==> src/rtl/dmem_bridge_if.sv <==
// Memory-side request/ready bus between dmem_bridge and a variable-latency data memory.
// The bridge drives requests through the master modport; the memory uses the slave modport.
interface dmem_bridge_if #(
    parameter int ADDR_W = 10,
    parameter int DATA_W = 32
);
    logic              mem_req;
    logic              mem_we;
    logic [ADDR_W-1:0] mem_addr;
    logic [DATA_W-1:0] mem_wdata;
    logic [DATA_W-1:0] mem_rdata;
    logic              mem_ready;

    modport master (
        output mem_req, mem_we, mem_addr, mem_wdata,
        input  mem_rdata, mem_ready
    );

    modport slave (
        input  mem_req, mem_we, mem_addr, mem_wdata,
        output mem_rdata, mem_ready
    );
endinterface

==> src/rtl/dmem_bridge.sv <==
// Turns the core's single-cycle data-memory accesses into req/ready transactions.
// It stalls the core until each access completes and raises a sticky error if the memory never answers.
module dmem_bridge #(
    parameter int ADDR_W  = 10,
    parameter int DATA_W  = 32,
    parameter int TIMEOUT = 16
) (
    input  logic              CLK,
    input  logic              RSTn,
    input  logic              MemRead,
    input  logic              MemWrite,
    input  logic [ADDR_W-1:0] address_DMEM,
    input  logic [DATA_W-1:0] write_data_DMEM,
    output logic [DATA_W-1:0] data_DMEM,
    output logic              stall,
    output logic              err,
    dmem_bridge_if.master     mem
);
    localparam int CNT_W = $clog2(TIMEOUT + 1);
    localparam logic [CNT_W-1:0] LAST_WAIT = CNT_W'(TIMEOUT - 1);

    typedef enum logic [1:0] {
        IDLE = 2'd0,
        REQ  = 2'd1,
        DONE = 2'd2
    } state_t;

    state_t            state_q;
    logic [CNT_W-1:0]  wait_cnt_q;
    logic              req_q;
    logic              we_q;
    logic [ADDR_W-1:0] addr_q;
    logic [DATA_W-1:0] wdata_q;
    logic [DATA_W-1:0] data_q;
    logic              err_q;

    // The transaction fields are captured once in IDLE and held from registers for the whole REQ phase,
    // so the core is free to present anything on its inputs while it is stalled.
    always_ff @(posedge CLK or negedge RSTn) begin
        if (!RSTn) begin
            state_q    <= IDLE;
            wait_cnt_q <= '0;
            req_q      <= 1'b0;
            we_q       <= 1'b0;
            addr_q     <= '0;
            wdata_q    <= '0;
            data_q     <= '0;
            err_q      <= 1'b0;
        end else begin
            case (state_q)
                IDLE: begin
                    if (MemRead || MemWrite) begin
                        addr_q  <= address_DMEM;
                        wdata_q <= write_data_DMEM;
                        we_q    <= MemWrite;
                        req_q   <= 1'b1;
                        state_q <= REQ;
                    end
                end
                REQ: begin
                    if (mem.mem_ready) begin
                        if (!we_q) begin
                            data_q <= mem.mem_rdata;
                        end
                        wait_cnt_q <= wait_cnt_q + CNT_W'(1);
                        req_q      <= 1'b0;
                        state_q    <= DONE;
                    end else if (wait_cnt_q == LAST_WAIT) begin
                        // Abort: retire the instruction anyway so the core cannot hang forever.
                        err_q <= 1'b1;
                        if (!we_q) begin
                            data_q <= '0;
                        end
                        req_q   <= 1'b0;
                        state_q <= DONE;
                    end else begin
                        wait_cnt_q <= wait_cnt_q + CNT_W'(1);
                    end
                end
                DONE: begin
                    wait_cnt_q <= '0;
                    state_q    <= IDLE;
                end
                default: begin
                    state_q <= IDLE;
                end
            endcase
        end
    end

    // Stall has to rise in the same cycle the core presents its request, so it is decoded combinationally.
    // It is forced low while reset is asserted.
    always_comb begin
        stall = RSTn && (((state_q == IDLE) && (MemRead || MemWrite)) || (state_q == REQ));
    end

    assign data_DMEM     = data_q;
    assign err           = err_q;
    assign mem.mem_req   = req_q;
    assign mem.mem_we    = we_q;
    assign mem.mem_addr  = addr_q;
    assign mem.mem_wdata = wdata_q;
endmodule

==> src/flat_wrapper.sv <==
// flat-port wrapper written by rule: the top's interface ports become plain ports
module dmem_bridge_flat 
#(
    parameter int ADDR_W  = 10,
    parameter int DATA_W  = 32,
    parameter int TIMEOUT = 16
)
  (CLK, RSTn, MemRead, MemWrite, address_DMEM, write_data_DMEM, data_DMEM, stall, err, mem_mem_req, mem_mem_we, mem_mem_addr, mem_mem_wdata, mem_mem_rdata, mem_mem_ready);
  dmem_bridge_if #(.ADDR_W(ADDR_W), .DATA_W(DATA_W)) mem_i ();
  input  logic CLK;
  input  logic RSTn;
  input  logic MemRead;
  input  logic MemWrite;
  input  logic [ADDR_W-1:0] address_DMEM;
  input  logic [DATA_W-1:0] write_data_DMEM;
  output logic [DATA_W-1:0] data_DMEM;
  output logic stall;
  output logic err;
  output wire logic [$bits(mem_i.mem_req)-1:0] mem_mem_req;
  output wire logic [$bits(mem_i.mem_we)-1:0] mem_mem_we;
  output wire logic [$bits(mem_i.mem_addr)-1:0] mem_mem_addr;
  output wire logic [$bits(mem_i.mem_wdata)-1:0] mem_mem_wdata;
  input wire logic [$bits(mem_i.mem_rdata)-1:0] mem_mem_rdata;
  input wire logic [$bits(mem_i.mem_ready)-1:0] mem_mem_ready;
  assign mem_mem_req = mem_i.mem_req;
  assign mem_mem_we = mem_i.mem_we;
  assign mem_mem_addr = mem_i.mem_addr;
  assign mem_mem_wdata = mem_i.mem_wdata;
  assign mem_i.mem_rdata = mem_mem_rdata;
  assign mem_i.mem_ready = mem_mem_ready;
  dmem_bridge #(.ADDR_W(ADDR_W), .DATA_W(DATA_W), .TIMEOUT(TIMEOUT)) u_core (.CLK(CLK), .RSTn(RSTn), .MemRead(MemRead), .MemWrite(MemWrite), .address_DMEM(address_DMEM), .write_data_DMEM(write_data_DMEM), .data_DMEM(data_DMEM), .stall(stall), .err(err), .mem(mem_i));
endmodule
==> config.mk <==
export PLATFORM = sky130hd
export DESIGN_NAME = dmem_bridge_flat
export DESIGN_NICKNAME = d
export VERILOG_FILES = /design/src/rtl/dmem_bridge_if.sv /design/src/rtl/dmem_bridge.sv /design/src/flat_wrapper.sv
export SDC_FILE = /design/constraint.sdc
export NUM_CORES = 1
export LEC_CHECK = 0
export ABC_AREA = 1
export CAP_MARGIN = 5
export CORE_MARGIN = 2
export CORE_UTILIZATION = 43
export CTS_BUF_LIST = sky130_fd_sc_hd__clkbuf_8
export CTS_CLUSTER_DIAMETER = 100
export CTS_CLUSTER_SIZE = 25
export DETAILED_ROUTE_END_ITERATION = 10
export GPL_TIMING_DRIVEN = 0
export PLACE_DENSITY_LB_ADDON = 0.25
export SYNTH_ARGS = -nofsm -noshare
export SYNTH_HDL_FRONTEND = slang
export SYNTH_SLANG_ARGS = --single-unit
==> constraint.sdc <==
create_clock -name CLK -period 2.2 [get_ports CLK]
set_clock_uncertainty 0.15 [all_clocks]
set_input_delay 0.22 -clock CLK [delete_from_list [all_inputs] [get_ports CLK]]
set_output_delay 0.22 -clock CLK [all_outputs]
set_load 0.02 [all_outputs]
# After elaboration in Yosys (flattened, before gate mapping)
# Index checks and enable logic that the tools add are counted.
# word_totals
input_bits	79
output_inout_bits	78
reg_bits	84
word_cells	46
# classes
addsub	1
mux	15
bitwise_logic	2
eq_ne	6
n_reduce_logical	14
# op_table
cell	count
two-way mux 32 bit	4
two-way mux 5 bit	2
one-hot mux 5 bit (2 select lines)	1
AND reduction 3 bit	3
two-way mux 2 bit	3
AND reduction 2 bit	3
nonzero test 2 bit	3
adder 5 x 1 -> 5 bit, second input constant	1
equality test 5 x 4 -> 1 bit, second input constant	1
one-hot mux 2 bit (2 select lines)	1
two-way mux 1 bit	3
!= test 3 x 2 -> 1 bit, second input constant	1
!= test 3 bit, second input constant	1
equality test 2 x 1 -> 1 bit, second input constant	1
equality test 2 bit, second input constant	1
logical AND 1 bit	2
zero test 2 bit	1
logical OR 1 bit	2
!= test 2 bit, second input constant	1
inverter 1 bit	2
one-hot mux 1 bit (2 select lines)	1

# Longest topological paths before layout
# Gate-level depths: netlist of the first run.
# depth
ltp_word	4
ltp_mapped	9
depth_no_buf	9

# Least setup slack after synthesis of the first run
# No wires, ideal clock.
# synth_timing
path_kind	flip-flop to flip-flop
start	register u_core.wait_cnt_q[0]
end	register u_core.data_q[10], in the netlist u_core.data_DMEM[10]
synth_period_minus_slack_ns	1.715
slack_ns	0.485
path_buffers	1
setup_time_ns	0.126
path_stages_with_launch	10
required_time_ns	1.924
arrival_time_ns	1.439
path_cell_list	dfrtp_1 > ha_1 > nand2_1 > nor2_1 > ha_1 > nor2_1 > nor3_4 > buf_4 > nand3_1 > o21ai_0
# synth_via
elab_chain_len	3
# synth_lines
item	line_no	source
start, declared	dmem_bridge.sv:29	logic [CNT_W-1:0] wait_cnt_q;
start signal, assigned	dmem_bridge.sv:65	wait_cnt_q <= wait_cnt_q + CNT_W'(1);
start signal, assigned	dmem_bridge.sv:77	wait_cnt_q <= wait_cnt_q + CNT_W'(1);
equality test 5 x 4 -> 1 bit	dmem_bridge.sv:68	end else if (wait_cnt_q == LAST_WAIT) begin
nonzero test 2 bit (no source line)	-	
AND reduction 3 bit (no source line)	-	
end signal, assigned	dmem_bridge.sv:63	data_q <= mem.mem_rdata;
end, declared	dmem_bridge.sv:34	logic [DATA_W-1:0] data_q;
# Every way passes these cells.
# A chain may end at the register's enable or synchronous reset.

# Final worst setup path of the first run
# layout_timing
start	register u_core.wait_cnt_q[0]
end	register u_core.data_q[15], in the netlist u_core.data_DMEM[15]
# Same word-level chain as after synthesis.

==> out/metrics.cfg, run 1 <==
[floorplan]
rows=32
core_area_um2=7730
die_h_um=93.2
top_level_ports=157
initial_core_utilization_pct=44.3
die-area_um2=8680
die_w_um=93.2

[cts]
cts-root-buf=sky130_fd_sc_hd__clkbuf_8
ctsHtreeMaxLevel=3
clock_tree.buffer_depth=2
clock_latency_reported_for_the_late_side_of_the_worst_skew_pair_ps=340
cts_inserted_buffers=9
clock_tree_from_tritoncts=built
cts.sink_count=84
worst_setup_hold_path_clk_slew_ps=90

[global_routing]
grt_start_max_net_pins=48
grt.met2_usage_pct=31.9
grt_pass1_wl_mm=14.0
gr-usage-met1_pct=25.5
global_route.overflow_total=0
use_met3_pct=7.90
grt_use_total_pct=20.3
grt_pass1_vias=3014
top_usage_layer=met2
grt_antenna_before_repair=0

[cells_and_area]
antennaDiodeCount=0
layout.cells.most_common=sky130_fd_sc_hd__clkdlybuf4s50_1
combined_area_of_the_multi_input_logic_cells_um2=1060
layout.nets=640
layout.cells.most_common_list=sky130_fd_sc_hd__clkdlybuf4s50_1, sky130_fd_sc_hd__nand2_1, sky130_fd_sc_hd__dfrtp_1, sky130_fd_sc_hd__inv_1
post_route_cells_drive_above_1_share_pct=5.89
layout-area-overhead-vs-synth_pct=57.8
num-fill-cells=582
final_design_area_no_fill_um2=5400
ff_latch_area_um2=2100

[sta]
tightestPinTransition_ps=458
timing.fmax_ghz=0.490
setup_repair_after_global_routing_missed_its_margin=false
timing.slew.headroom_pct=69.5
timing.final.crit_period_ps=2040
slew_viol_final=0
layout_worst_path_cycle_share_pct=92.8
report.final.hold_viol_count=0
setup_violations=0

[drt]
drt_first_iter_violations=182
antenna_left=0
total_drc_errors_in_the_routed_layout=0
via_per_inst=4.69
detailedRoute.firstPassIterationCount=5
routed_wirelength_mm=8.69
routedWlPerCell_um=13.1
route.vias.total=3107

[setup_path]
setup.worst_path.end_class=flip-flop
timing.critical_path.arrival_ps=2130
startpoint_type=flip-flop
timing.setup.critical_path_class=flip-flop to flip-flop
cp_data_required_time_ps=2290
critical_path.max_fanout=10

[synthesis]
postSynthNetCount=469
syn_avg_cell_area_um2=8.91
synth_seq_area_share_pct=61.5
synth-seq-cells=84
ys_warn_count=0
synth_cells=384
synth_area_um2=3420
number_of_distinct_library_cells_after_synthesis=20

[power]
total_leakage_power_nw=2.53
cellPowerDensity_nw_per_um2=1380
total_power_mw=7.47
max-vdd-ir-drop_uv=745

[status]
result_of_the_run=finished clean

[run]
timing.max_cap.violations=0

[placed_design]
place_area_um2=5120
dp_hpwl_mm=6.40
placement.io_buffers=155
gp_congestion=0.754

[worst_hold_path]
hold_class=input port to flip-flop

-- power breakdown --
part | leakage (nW) | total, mW | internal (mW) | switching [mW]
logic | 1.37 | 3.72 | 1.68 | 2.04
clock network | 0.0991 | 1.12 | 0.563 | 0.559
registers | 1.06 | 2.63 | 2.24 | 0.393
-- cell type report --
cell class,instances,area share (%)
Sequential cell,84,39.0
Tap cell,102,2.37
Multi-Input combinational cell,235,19.7
Clock buffer,10,2.55
Clock inverter,6,1.32
Inverter,47,3.27
Timing Repair Buffer,160,30.3
Buffer,18,1.55
-- synthesized netlist by cell type --
cell type / count / area [um2]
sky130_fd_sc_hd__o21ai_0: 37 / 185
sky130_fd_sc_hd__buf_2: 2 / 10.0
sky130_fd_sc_hd__nand4_1: 1 / 6.26
sky130_fd_sc_hd__nor2_1: 5 / 18.8
sky130_fd_sc_hd__a21boi_0: 1 / 7.51
sky130_fd_sc_hd__clkbuf_2: 2 / 10.0
sky130_fd_sc_hd__a21oi_1: 1 / 5.00
sky130_fd_sc_hd__buf_1: 4 / 15.0
sky130_fd_sc_hd__nand2_2: 1 / 6.26
sky130_fd_sc_hd__dfrtp_1: 84 / 2100
sky130_fd_sc_hd__nor3_4: 1 / 16.3
sky130_fd_sc_hd__ha_1: 6 / 75.1
sky130_fd_sc_hd__clkinv_1: 1 / 3.75
sky130_fd_sc_hd__buf_4: 3 / 22.5
sky130_fd_sc_hd__or2_2: 1 / 6.26
sky130_fd_sc_hd__nand2_1: 140 / 526
sky130_fd_sc_hd__inv_1: 46 / 173
sky130_fd_sc_hd__nand3_1: 37 / 185
sky130_fd_sc_hd__clkbuf_1: 7 / 26.3
sky130_fd_sc_hd__o21ai_1: 4 / 20.0
-- state kept, by name (all words and copies together) (netlist names) --
register and flops:
u_core.err 1, u_core.mem.mem_addr 10, u_core.mem.mem_wdata 32, u_core.data_DMEM 32, u_core.mem.mem_we 1, u_core.wait_cnt_q 5, u_core.state_q 2, u_core.mem.mem_req 1
-- timing repair --
item                                   in CTS  in global routing
setup endpoints to repair                   1                  2
setup buffers                               0                  2
pin swaps                                   0                  1
gates cloned                                0                  0
gates resized for setup                     4                  2
hold buffers                                2                  0
endpoints found under the hold margin      38                  0
-- through the flow --
step | hold slack (ps) | utilization [%] | setup WS, ps | setup TNS [ps] | instances
6_report | 60.8 | 69.8 | 158 | 0 | 662
5_1_grt | 56.6 | 69.8 | 19.4 | 0 | 662
4_1_cts | 56.1 | 69.4 | 15.3 | 0 | 660
3_5_place_dp | 76.1 | 66.3 | -127 | -127 | 642
3_3_place_gp | 298 | 66.0 | -2710 | -191950 | 641
2_1_floorplan | -226 | - | 485 | 0 | 384
-- per-layer routing --
metal  up-vias  routed length [um]
met5         -                   0
met4         0                 131
met3        12                 839
met2       129                3990
met1      1433                3730
li1       1533                   -
-- final timing paths --
path | cells past startpoint | startpoint | slack, ps | endpoint
max | 9 | u_core.wait_cnt_q[0]$_DFFE_PN0P_ | 160 | u_core.data_DMEM[15]$_DFFE_PN0P_
min | 3 | mem_mem_ready | 60 | u_core.data_DMEM[27]$_DFFE_PN0P_
max reg2reg | 9 | u_core.wait_cnt_q[0]$_DFFE_PN0P_ | 160 | u_core.data_DMEM[15]$_DFFE_PN0P_
min reg2reg | 2 | u_core.err$_DFFE_PN0P_ | 320 | u_core.err$_DFFE_PN0P_
max in group asynchronous | 3 | RSTn | 1410 | u_core.mem.mem_wdata[12]$_DFFE_PN0P_
min in group asynchronous | 3 | RSTn | 260 | u_core.data_DMEM[3]$_DFFE_PN0P_
-- critical path, cell delays in order (launching register included) --
cell,delay (ps)
sky130_fd_sc_hd__dfrtp_1,420
sky130_fd_sc_hd__ha_1,220
sky130_fd_sc_hd__nand2_1,80
sky130_fd_sc_hd__nor2_1,50
sky130_fd_sc_hd__ha_1,190
sky130_fd_sc_hd__nor2_1,210
sky130_fd_sc_hd__nor3_4,80
sky130_fd_sc_hd__buf_12,140
sky130_fd_sc_hd__clkbuf_2,170
sky130_fd_sc_hd__o21ai_0,240
-- cell families after synthesis --
logic type               count (synthesis)  share of synthesized area [%]
AND/OR/NAND/NOR                        186                           22.4
flip-flops                              84                           61.5
buffers and inverters                   65                           7.61
AO/OA/AOI/OAI                           43                           6.37
adder cells (fa/ha/maj)                  6                           2.20
Power figures use the tool's default switching activity.
==> inputs of run 2 (changes only) <==
--- a/config.mk
+++ b/config.mk
@@ -15,6 +15,7 @@
 export DETAILED_ROUTE_END_ITERATION = 10
 export GPL_TIMING_DRIVEN = 0
 export PLACE_DENSITY_LB_ADDON = 0.25
+export SKIP_CTS_REPAIR_TIMING = 1
 export SYNTH_ARGS = -nofsm -noshare
 export SYNTH_HDL_FRONTEND = slang
 export SYNTH_SLANG_ARGS = --single-unit
==> run 2 against run 1 <==
  * Cell count unchanged
  * Clock power about the same
  * Die area unchanged
  * Register-to-register slack about the same
  * Sequential cell count unchanged
  * Via count barely moved
  * Core utilization about the same
  * Total power is 0.13% lower
  * Count of clock-buffer cells in the layout stayed put
  * Combinational power barely moved
  * Design area is essentially flat
  * Sequential power about the same
  * Critical path type unchanged
==> out/metrics.cfg, run 2 (same netlist as run 1, synthesis figures left out) <==
[cells_and_area]
combined_area_of_the_multi_input_logic_cells_um2=1060
layout.nets=640
layout-area-overhead-vs-synth_pct=57.7
layout.cells.most_common_list=sky130_fd_sc_hd__clkdlybuf4s50_1, sky130_fd_sc_hd__nand2_1, sky130_fd_sc_hd__dfrtp_1, sky130_fd_sc_hd__inv_1
ff_latch_area_um2=2100
antennaDiodeCount=0
num-fill-cells=585
post_route_cells_drive_above_1_share_pct=5.54
layout.cells.most_common=sky130_fd_sc_hd__clkdlybuf4s50_1

[drt]
drt_first_iter_violations=174
detailedRoute.firstPassIterationCount=5
total_drc_errors_in_the_routed_layout=0
routedWlPerCell_um=13.1
routed_wirelength_mm=8.67
via_per_inst=4.70
antenna_left=0
route.vias.total=3109

[sta]
report.final.hold_viol_count=0
tightestPinTransition_ps=461
layout_worst_path_cycle_share_pct=92.7
timing.slew.headroom_pct=69.3
setup_repair_after_global_routing_missed_its_margin=false
setup_violations=0
fin_hold_ws_ps=61.1
timing.final.crit_period_ps=2040
slew_viol_final=0
timing.fmax_ghz=0.491

[run]
timing.max_cap.violations=0

[setup_path]
r2r_start=u_core.wait_cnt_q[0]$_DFFE_PN0P_
worst_flop_to_flop_path_endpoint=u_core.data_DMEM[15]$_DFFE_PN0P_
rrSetupSlack_ps=160
timing.critical_path.arrival_ps=2130
startpoint_type=flip-flop
timing.setup.critical_path_class=flip-flop to flip-flop
critical_path.max_fanout=10
cp_data_required_time_ps=2290
timing.reg2reg.worst_path_depth=9
setup.worst_path.end_class=flip-flop

[placed_design]
dp_hpwl_mm=6.40
gp_congestion=0.754
placement.io_buffers=155

[worst_hold_path]
min-delay-start=mem_mem_ready
hold_class=input port to flip-flop
hold_depth=3
hold_ep=u_core.data_DMEM[27]$_DFFE_PN0P_

[power]
total_power_mw=7.46
cellPowerDensity_nw_per_um2=1380
max-vdd-ir-drop_uv=745
total_leakage_power_nw=2.54

[global_routing]
grt_pass1_vias=3018
grt_antenna_before_repair=0
grt_pass1_wl_mm=13.9
global_route.overflow_total=0
grt_use_total_pct=20.1
grt_start_max_net_pins=48

[cts]
cts-root-buf=sky130_fd_sc_hd__clkbuf_8
clock_tree.buffer_depth=2
ctsHtreeMaxLevel=3
clock_tree_from_tritoncts=built
cts_inserted_buffers=9
clock_latency_reported_for_the_late_side_of_the_worst_skew_pair_ps=340
worst_setup_hold_path_clk_slew_ps=90
cts.sink_count=84

[status]
result_of_the_run=finished clean

[floorplan]
initial_core_utilization_pct=44.3
die_w_um=93.2
top_level_ports=157
rows=32
die_h_um=93.2
die-area_um2=8680
core_area_um2=7730

-- run 2: worst max-delay path by stage --
| stage | start | end | slack [ps] | depth (start not counted) |
|---|---|---|---|---|
| detailed placement | RSTn | stall | -130 | 4 |
| finish | u_core.wait_cnt_q[0]$_DFFE_PN0P_ | u_core.data_DMEM[15]$_DFFE_PN0P_ | 160 | 9 |
| floorplan | u_core.wait_cnt_q[0]$_DFFE_PN0P_ | u_core.data_DMEM[10]$_DFFE_PN0P_ | 480 | 9 |
| CTS | u_core.state_q[0]$_DFFE_PN0P_ | stall | -340 | 5 |
| global route | u_core.state_q[0]$_DFFE_PN0P_ | stall | 10 | 5 |
| global placement | RSTn | stall | -2710 | 3 |
-- run 2: metrics by stage --
stage                     util, %  std cells  TNS (ps)  worst slack, ps  instance area (um2)
after floorplan                 -        384         0              485                 3420
after global placement       66.0        641   -191950            -2710                 5100
after detailed placement     66.3        642      -127             -127                 5120
after CTS                    69.0        658      -336             -336                 5330
after global routing         69.8        662         0             9.60                 5390
final                        69.8        662         0              161                 5390
-- run 2: final cells by class --
cell class / count / share of cell area (%)
plain buffers: 18 / 1.55
clock buffers: 10 / 2.55
clock inverters: 6 / 1.32
inverters: 47 / 3.27
multi-input cells: 235 / 19.6
flip-flops and latches: 84 / 39.0
well taps: 102 / 2.37
repair buffers: 160 / 30.3
-- run 2: per-layer routing --
metal  GRT usage [%]  vias up  wire length, um
li1                -     1531                -
met4            7.72        0              115
met2            31.7      127             4010
met3            7.74       10              829
met5               0        -                0
met1            25.3     1441             3710
-- run 2: power by group --
| part | leakage, nW | internal [mW] | switching [mW] | total (mW) |
|---|---|---|---|---|
| sequential | 1.06 | 2.24 | 0.392 | 2.63 |
| combinational | 1.38 | 1.68 | 2.03 | 3.71 |
| clock | 0.0991 | 0.563 | 0.555 | 1.12 |
| total | 2.54 | 4.48 | 2.98 | 7.46 |
-- run 2: worst max-delay path: stages, from the launching register on --
cell,delay [ps]
sky130_fd_sc_hd__dfrtp_1,420
sky130_fd_sc_hd__ha_1,220
sky130_fd_sc_hd__nand2_1,80
sky130_fd_sc_hd__nor2_1,50
sky130_fd_sc_hd__ha_1,190
sky130_fd_sc_hd__nor2_1,210
sky130_fd_sc_hd__nor3_4,80
sky130_fd_sc_hd__buf_12,140
sky130_fd_sc_hd__clkbuf_2,170
sky130_fd_sc_hd__o21ai_0,240
==> inputs of run 3 (changes only) <==
--- a/config.mk
+++ b/config.mk
@@ -6,7 +6,6 @@
 export NUM_CORES = 1
 export LEC_CHECK = 0
 export ABC_AREA = 1
-export CAP_MARGIN = 5
 export CORE_MARGIN = 2
 export CORE_UTILIZATION = 43
 export CTS_BUF_LIST = sky130_fd_sc_hd__clkbuf_8
==> results of run 3 <==
Same layout as run 2: the final DEF is identical, and so are final timing and power.
